$ cat config.mk
export PLATFORM = sky130hd
export DESIGN_NAME = mmio_uart_rx_flat
export DESIGN_NICKNAME = d
export VERILOG_FILES = /design/src/rtl/mmio_uart_rx_if.sv /design/src/rtl/mmio_uart_rx.sv /design/src/flat_wrapper.sv
export SDC_FILE = /design/constraint.sdc
export NUM_CORES = 1
export LEC_CHECK = 0
export ABC_AREA = 1
export CAP_MARGIN = 20
export CORE_UTILIZATION = 53
export DETAILED_ROUTE_END_ITERATION = 8
export MAX_ROUTING_LAYER = met4
export PLACE_DENSITY = 0.84
export SYNTH_ARGS = -nofsm -noshare
export SYNTH_HDL_FRONTEND = slang
export SYNTH_SLANG_ARGS = --single-unit
$ cat constraint.sdc
create_clock -name clk -period 3.77 [get_ports clk]
set_clock_uncertainty 0.2 [all_clocks]
set_input_delay 0.5655 -clock clk [delete_from_list [all_inputs] [get_ports clk]]
set_output_delay 0.5655 -clock clk [all_outputs]
set_load 0.01 [all_outputs]
$ cat src/rtl/mmio_uart_rx_if.sv
// CPU data-memory bus as seen by a memory-mapped peripheral in the MEM stage.
// The master drives the address and strobes; the slave answers with hit and read data.
interface mmio_uart_rx_if;
  logic [31:0] addr;
  logic        MemRead;
  logic        MemWrite;
  logic [31:0] WriteData;
  logic [31:0] ReadData;
  logic        hit;

  modport master (
    output addr, MemRead, MemWrite, WriteData,
    input  ReadData, hit
  );

  modport slave (
    input  addr, MemRead, MemWrite, WriteData,
    output ReadData, hit
  );
endinterface

$ cat src/rtl/mmio_uart_rx.sv
// Memory-mapped 8N1 UART receiver: 16x oversampling, small receive FIFO,
// RXDATA (pop on load) and STATUS (sticky error flags, write-1-to-clear) registers.
//
// state  | meaning
// IDLE   | line idle, waiting for a falling edge on rx_s
// START  | counting to mid start bit; a high sample there is a glitch
// DATA   | sampling 8 data bits mid-bit, LSB first
// STOP   | sampling mid stop bit; high pushes the byte, low is a framing error
// BREAK  | framing error seen, waiting for the line to return high
module mmio_uart_rx #(
  parameter int unsigned CLK_FREQ   = 100_000_000,
  parameter int unsigned BAUD       = 9600,
  parameter int unsigned FIFO_DEPTH = 4,
  parameter logic [31:0] BASE_ADDR  = 32'h4000_0018
) (
  input  logic           clk,
  input  logic           reset,
  mmio_uart_rx_if.slave  bus,
  input  logic           rx,
  output logic           rx_irq
);

  localparam int unsigned DIV         = CLK_FREQ / (16 * BAUD);
  localparam int unsigned DIV_W       = (DIV > 1) ? $clog2(DIV) : 1;
  localparam int unsigned PTR_W       = $clog2(FIFO_DEPTH);
  localparam int unsigned CNT_W       = PTR_W + 1;
  localparam logic [31:0] STATUS_ADDR = BASE_ADDR + 32'd4;
  localparam logic [DIV_W-1:0] DIV_LAST = DIV_W'(DIV - 1);
  localparam logic [CNT_W-1:0] DEPTH_C  = CNT_W'(FIFO_DEPTH);

  typedef enum logic [2:0] {
    S_IDLE  = 3'd0,
    S_START = 3'd1,
    S_DATA  = 3'd2,
    S_STOP  = 3'd3,
    S_BREAK = 3'd4
  } state_t;

  // synchronizer and baud divider
  logic             sync1_q, sync1_d;
  logic             sync2_q, sync2_d;
  logic             rx_s;
  logic [DIV_W-1:0] div_q, div_d;
  logic             tick;

  // receive FSM and datapath
  state_t     state_q, state_d;
  logic [3:0] sc_q, sc_d;
  logic [2:0] bc_q, bc_d;
  logic [7:0] shreg_q, shreg_d;
  logic       byte_done;
  logic       push;
  logic       frame_set;

  // FIFO and flags
  logic [7:0]       mem_q [FIFO_DEPTH];
  logic [7:0]       mem_d [FIFO_DEPTH];
  logic [PTR_W-1:0] wr_ptr_q, wr_ptr_d;
  logic [PTR_W-1:0] rd_ptr_q, rd_ptr_d;
  logic [CNT_W-1:0] count_q, count_d;
  logic             overrun_q, overrun_d;
  logic             frame_err_q, frame_err_d;
  logic             rx_irq_q, rx_irq_d;

  // bus decode
  logic        sel_data;
  logic        sel_status;
  logic        empty;
  logic        full;
  logic        pop_req;
  logic        pop_ok;
  logic        push_ok;
  logic        overrun_set;
  logic        status_clr;
  logic [7:0]  head;
  logic [31:0] status_word;
  logic        unused_wdata;

  assign unused_wdata = ^{bus.WriteData[31:4], bus.WriteData[1:0]};

  always_comb begin
    sync1_d = rx;
    sync2_d = sync1_q;
    rx_s    = sync2_q;
    tick    = (div_q == DIV_LAST);
    div_d   = tick ? '0 : div_q + DIV_W'(1);
  end

  // FSM state register
  always_ff @(posedge clk or posedge reset) begin
    if (reset) begin
      state_q <= S_IDLE;
      sc_q    <= '0;
      bc_q    <= '0;
      shreg_q <= '0;
    end else begin
      state_q <= state_d;
      sc_q    <= sc_d;
      bc_q    <= bc_d;
      shreg_q <= shreg_d;
    end
  end

  // FSM next state
  always_comb begin
    state_d = state_q;
    sc_d    = sc_q;
    bc_d    = bc_q;
    shreg_d = shreg_q;
    case (state_q)
      S_IDLE: begin
        if (!rx_s) begin
          state_d = S_START;
          sc_d    = '0;
        end
      end
      S_START: begin
        if (tick) begin
          if (sc_q == 4'd7) begin
            sc_d = '0;
            if (!rx_s) begin
              state_d = S_DATA;
              bc_d    = '0;
            end else begin
              state_d = S_IDLE;
            end
          end else begin
            sc_d = sc_q + 4'd1;
          end
        end
      end
      S_DATA: begin
        if (tick) begin
          sc_d = sc_q + 4'd1;
          if (sc_q == 4'd15) begin
            shreg_d = {rx_s, shreg_q[7:1]};
            bc_d    = bc_q + 3'd1;
            if (bc_q == 3'd7) begin
              state_d = S_STOP;
            end
          end
        end
      end
      S_STOP: begin
        if (tick) begin
          sc_d = sc_q + 4'd1;
          if (sc_q == 4'd15) begin
            state_d = rx_s ? S_IDLE : S_BREAK;
          end
        end
      end
      S_BREAK: begin
        if (rx_s) begin
          state_d = S_IDLE;
        end
      end
      default: state_d = S_IDLE;
    endcase
  end

  // FSM outputs
  always_comb begin
    byte_done = (state_q == S_STOP) && tick && (sc_q == 4'd15);
    push      = byte_done && rx_s;
    frame_set = byte_done && !rx_s;
  end

  always_comb begin
    sel_data    = (bus.addr == BASE_ADDR);
    sel_status  = (bus.addr == STATUS_ADDR);
    empty       = (count_q == '0);
    full        = (count_q == DEPTH_C);
    head        = mem_q[rd_ptr_q];
    pop_req     = bus.MemRead && sel_data;
    status_clr  = bus.MemWrite && sel_status;
    status_word = {19'd0, 5'(count_q), 4'd0, frame_err_q, overrun_q, full, !empty};

    bus.hit      = sel_data || sel_status;
    bus.ReadData = '0;
    if (sel_data) begin
      bus.ReadData = empty ? 32'd0 : {24'd0, head};
    end else if (sel_status) begin
      bus.ReadData = status_word;
    end
  end

  // a full FIFO still accepts a push when a pop frees the head slot on the same edge
  always_comb begin
    pop_ok      = pop_req && !empty;
    push_ok     = push && (!full || pop_ok);
    overrun_set = push && !push_ok;

    mem_d    = mem_q;
    wr_ptr_d = wr_ptr_q;
    rd_ptr_d = rd_ptr_q;
    if (push_ok) begin
      mem_d[wr_ptr_q] = shreg_q;
      wr_ptr_d        = wr_ptr_q + PTR_W'(1);
    end
    if (pop_ok) begin
      rd_ptr_d = rd_ptr_q + PTR_W'(1);
    end

    case ({push_ok, pop_ok})
      2'b10:   count_d = count_q + CNT_W'(1);
      2'b01:   count_d = count_q - CNT_W'(1);
      default: count_d = count_q;
    endcase

    overrun_d   = overrun_set || (overrun_q && !(status_clr && bus.WriteData[2]));
    frame_err_d = frame_set || (frame_err_q && !(status_clr && bus.WriteData[3]));
    rx_irq_d    = !empty;
    rx_irq      = rx_irq_q;
  end

  always_ff @(posedge clk or posedge reset) begin
    if (reset) begin
      sync1_q     <= 1'b1;
      sync2_q     <= 1'b1;
      div_q       <= '0;
      mem_q       <= '{default: '0};
      wr_ptr_q    <= '0;
      rd_ptr_q    <= '0;
      count_q     <= '0;
      overrun_q   <= 1'b0;
      frame_err_q <= 1'b0;
      rx_irq_q    <= 1'b0;
    end else begin
      sync1_q     <= sync1_d;
      sync2_q     <= sync2_d;
      div_q       <= div_d;
      mem_q       <= mem_d;
      wr_ptr_q    <= wr_ptr_d;
      rd_ptr_q    <= rd_ptr_d;
      count_q     <= count_d;
      overrun_q   <= overrun_d;
      frame_err_q <= frame_err_d;
      rx_irq_q    <= rx_irq_d;
    end
  end

endmodule

$ cat src/flat_wrapper.sv
// flat-port wrapper written by rule: the top's interface ports become plain ports
module mmio_uart_rx_flat 
#(
  parameter int unsigned CLK_FREQ   = 100_000_000,
  parameter int unsigned BAUD       = 9600,
  parameter int unsigned FIFO_DEPTH = 4,
  parameter logic [31:0] BASE_ADDR  = 32'h4000_0018
)
  (clk, reset, rx, rx_irq, bus_addr, bus_MemRead, bus_MemWrite, bus_WriteData, bus_ReadData, bus_hit);
  mmio_uart_rx_if bus_i ();
  input  logic clk;
  input  logic reset;
  input  logic rx;
  output logic rx_irq;
  input wire logic [$bits(bus_i.addr)-1:0] bus_addr;
  input wire logic [$bits(bus_i.MemRead)-1:0] bus_MemRead;
  input wire logic [$bits(bus_i.MemWrite)-1:0] bus_MemWrite;
  input wire logic [$bits(bus_i.WriteData)-1:0] bus_WriteData;
  output wire logic [$bits(bus_i.ReadData)-1:0] bus_ReadData;
  output wire logic [$bits(bus_i.hit)-1:0] bus_hit;
  assign bus_i.addr = bus_addr;
  assign bus_i.MemRead = bus_MemRead;
  assign bus_i.MemWrite = bus_MemWrite;
  assign bus_i.WriteData = bus_WriteData;
  assign bus_ReadData = bus_i.ReadData;
  assign bus_hit = bus_i.hit;
  mmio_uart_rx #(.CLK_FREQ(CLK_FREQ), .BAUD(BAUD), .FIFO_DEPTH(FIFO_DEPTH), .BASE_ADDR(BASE_ADDR)) u_core (.clk(clk), .reset(reset), .bus(bus_i), .rx(rx), .rx_irq(rx_irq));
endmodule
# == Word-level counts from Yosys, hierarchy flattened ==
# Cells that the tools add are included.
# op_classes
add_sub_neg,7
reduce_logical,34
n_mux,34
n_eq_ne,24
n_bitwise,2
n_lt_le_gt_ge,3
# ops
op,n
$eq A32 B31 Y1 const B,2
$mux W3,15
$bwmux W32,1
$mux W32,1
$mux W8,4
$ne A2 B1 Y1 const B,9
$bmux W8 S2,1
$demux W8 S2,1
$mux W4,4
$pmux W3 S5,1
$logic_and A1 B1 Y1,14
$pmux W3 S2,2
$pmux W4 S3,1
$mux W11,1
$add A10 B1 Y10 const B,1
$eq A10 B10 Y1 const B,1
$mux W10,1
$eq A3 B3 Y1 const B,3
$reduce_and A9 Y1,1
$add A3 B1 Y3 const B,2
$eq A3 B2 Y1 const B,2
$ge A3 B3 Y1 const B,2
$logic_not A1 Y1,6
$logic_not A3 Y1,2
other kinds (19),26
# totals
out_inout_bits,34
register_bits,72

# == Depth between registers and ports, before layout ==
# logic_depth
ltp_word,8
depth_mapped,14
mapped_depth_nobuf,14

# == Worst setup path before layout ==
# Ideal clock, no wire load.
# synth_timing
kind,input port to output port
start,input bus_addr[5]
end,output bus_ReadData[1]
slack_ns,1.461
required_ns,3.004
arrival_time_ns,1.543
stages,7
n_path_buf,0
cell_sequence,inv_1 -> nand2_1 -> nor2_1 -> nand2_1 -> nor2_4 -> nand3_1 -> o32ai_1
# synth_via
elab_chain_len,3
elab_cells_between_ends,4
# synth_lines
item,line,rtl
from (decl),flat_wrapper.sv:15,input wire logic [$bits(bus_i.addr)-1:0] bus_addr;
$eq A32 B31 Y1,mmio_uart_rx.sv:170,sel_status = (bus.addr == STATUS_ADDR);
$mux W11,mmio_uart_rx.sv:182,end else if (sel_status) begin
$mux W32 *,mmio_uart_rx.sv:180,if (sel_data) begin
to (decl),flat_wrapper.sv:19,output wire logic [$bits(bus_i.ReadData)-1:0] bus_ReadData;
# Every way passes the cells marked *; elsewhere a longest branch is shown, timed or not.

# == Worst setup path in the final report ==
# layout_timing
start,input bus_addr[4]
end,output bus_ReadData[3]
# The elaborated chain is that of the path after synthesis.

==> qor.yml <==
status: "finished clean"
postRouteAntennaNets: 0
fmax_mhz: 297
drv_cap: 0
grt_setup_unrepaired: "no"
drive_gt1_share_pct: 8.71
drt-total-wl_um: 8600
gp_congestion: 0.838
num_antenna_cells: 0
power.density_mw_per_mm2: 309
synth_ff_type: "dfrtp_1"
die_w_um: 89.8
holdPathStages: 0
postCtsSetupBuffers: 0
die_y_um: 89.8
drt_first_pass_iters: 5
fin_nets: 648
worst-endpoint-arrival_ns: 2.60
post_drt_via_cell_ratio: 5.10
cp.depth: 9
dieArea_mm2: 0.00806
r2r_cells: 12
root_buffer: "clkbuf_8"
cts_resized: 0
finalCriticalPeriod_ns: 3.36
dp_hpwl_um: 6170
cp_slowest_cell: "clkdlybuf4s50_1"
cp_cell_sequence: "clkdlybuf4s50_1, nand2_1, nor2_1, nand2_1, nor2_4, nand3_1, buf_4, o31ai_1, clkdlybuf4s50_1"
cp_max_fo: 5
clk_latency_ns: 0.36
critPathTopFamily: "buffers and inverters"
placed_area_mm2: 0.00460
drt_iter0_drc: 246
async_flop_share_pct: 100
rows: 31
cts_max_path_buffers: 2
yosys.cell_types.count: 39
finalSetupViolations: 0
endpoint_kind: "output port"
hold_slack_ns: 0.159
grt_use_total_pct: 23.6
clk_pin_slew_ns: 0.08
critPathMaxStageDelay_ns: 0.60
cts-buffers-inserted: 9
cts_tree: "built"
antenna_found_initial: 0
slew_headroom_pct: 46.2
tns_ns: 0
worst_pin_slew_ns: 0.806
final_cell_mix: "nand2_1, inv_1, dfrtp_1"
ir_worst_vdd_uv: 184
layout_commonest_cell: "nand2_1"
cp-start-kind: "input pin"
fill_cells: 594
ys_warn_count: 0
hold_path.class: "reg2reg"
critical_path_class: "in2out"
required_ns: 3.00
min_period_over_period_pct: 89.2
io_pins: 103
wl_per_cell_um: 12.8
p_leak_nw: 2.45
core_mm2: 0.00737
slew_violations: 0
hold_violations: 0
synth_enable_flop_cells: 0
port_buffers: 51
grt_first_pass_wirelength_um: 14800
vias: 3433
drc_errors: 0
yosys.area.top_type_share_pct: 42.9
ys_ff_latch: 72
grt_pass1_vias: 3242
clock-sinks: 72
hold_buffers: 0
grt_start_max_net_pins: 38
htree_levels: 3
synthCells: 515
grt-ovfl-total: 0
start_util_pct: 55.4
design_area_mm2: 0.00480
area_growth_pct: 17.6
synthTopCellsByArea: "dfrtp_1, nand2_1, inv_1"
crit_buf_inv: 3
synth_area_mm2: 0.00409
synth.largest_area_cell: "dfrtp_1"
syn-mean-instance-area_um2: 7.93
ys_seq_area_share_pct: 44.2
-- logic make-up after synthesis --
logic type	Yosys count	share of synthesized area, %
simple gates	215	23.6
buf+inv	111	13.0
compound gates	90	12.1
flops	72	44.2
fa+ha+maj	10	3.25
xor+xnor	9	1.93
mux	7	1.93
other cells	1	0.0918
-- Yosys cell counts (3+ instances only) --
master and n:
nand2_2 3, or2_2 3, clkbuf_1 5, nor2_4 6
xor2_1 8, o211ai_1 4, buf_4 22, nand3_1 21
inv_1 79, o21ai_0 51, buf_6 4, nand3b_1 3
nor2_1 41, nand2_1 128, a21oi_1 18, a211oi_1 3
o21ai_1 5, dfrtp_1 70, o31ai_1 3, mux2_2 7
ha_1 9
-- layout make-up --
type	instances	area [µm²]	area share, %
clock buffers	9	124	2.58
repair buffers	54	546	11.4
well taps	99	124	2.58
multi-input cells	352	1830	38.0
clock inverters	7	80.1	1.67
inverters	80	300	6.25
flip-flops and latches	72	1800	37.6
-- metrics by stage --
step / worst slack, ns / utilization [%] / std cells / total power, mW
after global routing: 0.200 / 65.2 / 673 / 1.54
after CTS: 0.382 / 65.2 / 673 / 1.49
final: 0.407 / 65.2 / 673 / 1.48
after detailed placement: 0.382 / 62.4 / 657 / 0.874
after global placement: 0.366 / 62.4 / 657 / 0.873
after floorplan: 1.18 / - / 535 / 0.841
-- sequential cells by signal, summed over array words and instances, names as in the netlist --
name,cells
u_core.shreg_q,8
u_core.bc_q,3
u_core.count_q,3
u_core.frame_err_q,1
u_core.state_q,3
u_core.mem_q,32
u_core.div_q,10
u_core.rx_irq,1
u_core.overrun_q,1
u_core.sync1_q,1
u_core.rd_ptr_q,2
u_core.sc_q,4
u_core.wr_ptr_q,2
u_core.rx_s,1
-- final timing paths --
path	slack, ns	to	startpoint
max	0.41	bus_ReadData[3]	bus_addr[4]
min	0.16	u_core.rx_s$_DFF_PP1_	u_core.sync1_q$_DFF_PP1_
max reg2reg	1.30	u_core.count_q[1]$_DFFE_PP0P_	u_core.div_q[0]$_DFF_PP0_
min reg2reg	0.16	u_core.rx_s$_DFF_PP1_	u_core.sync1_q$_DFF_PP1_
max in group asynchronous	2.23	u_core.mem_q[21]$_DFFE_PP0P_	reset
min in group asynchronous	0.48	u_core.count_q[0]$_DFFE_PP0P_	reset
-- worst register-to-register path, stage by stage, from the launching register on --
cell and delay [ns]:
dfrtp_1 0.38, inv_1 0.12, ha_1 0.17, nand3b_1 0.11, nor2_2 0.17, nand2_2 0.15, nor2_4 0.18, nand3_1 0.16
nand2_1 0.15, fa_1 0.42, inv_1 0.06, nand2_1 0.04, o21ai_0 0.07
-- report_power, final --
group | leakage, nW | internal [mW] | switching (mW)
combinational | 1.48 | 0.0420 | 0.0417
sequential | 0.870 | 0.773 | 0.000898
clock | 0.0964 | 0.312 | 0.313
total | 2.45 | 1.13 | 0.356
-- metal layers --
metal | GRT usage (%) | vias to the layer above | share of wire (%)
met1 | 29.1 | 1596 | 44
met5 | - | - | 0
met2 | 37.4 | 131 | 47
met3 | 5.58 | 17 | 6.7
li1 | - | 1689 | -
met4 | 10.1 | 0 | 2.2
Note: power is estimated with default switching activity, not from simulation.
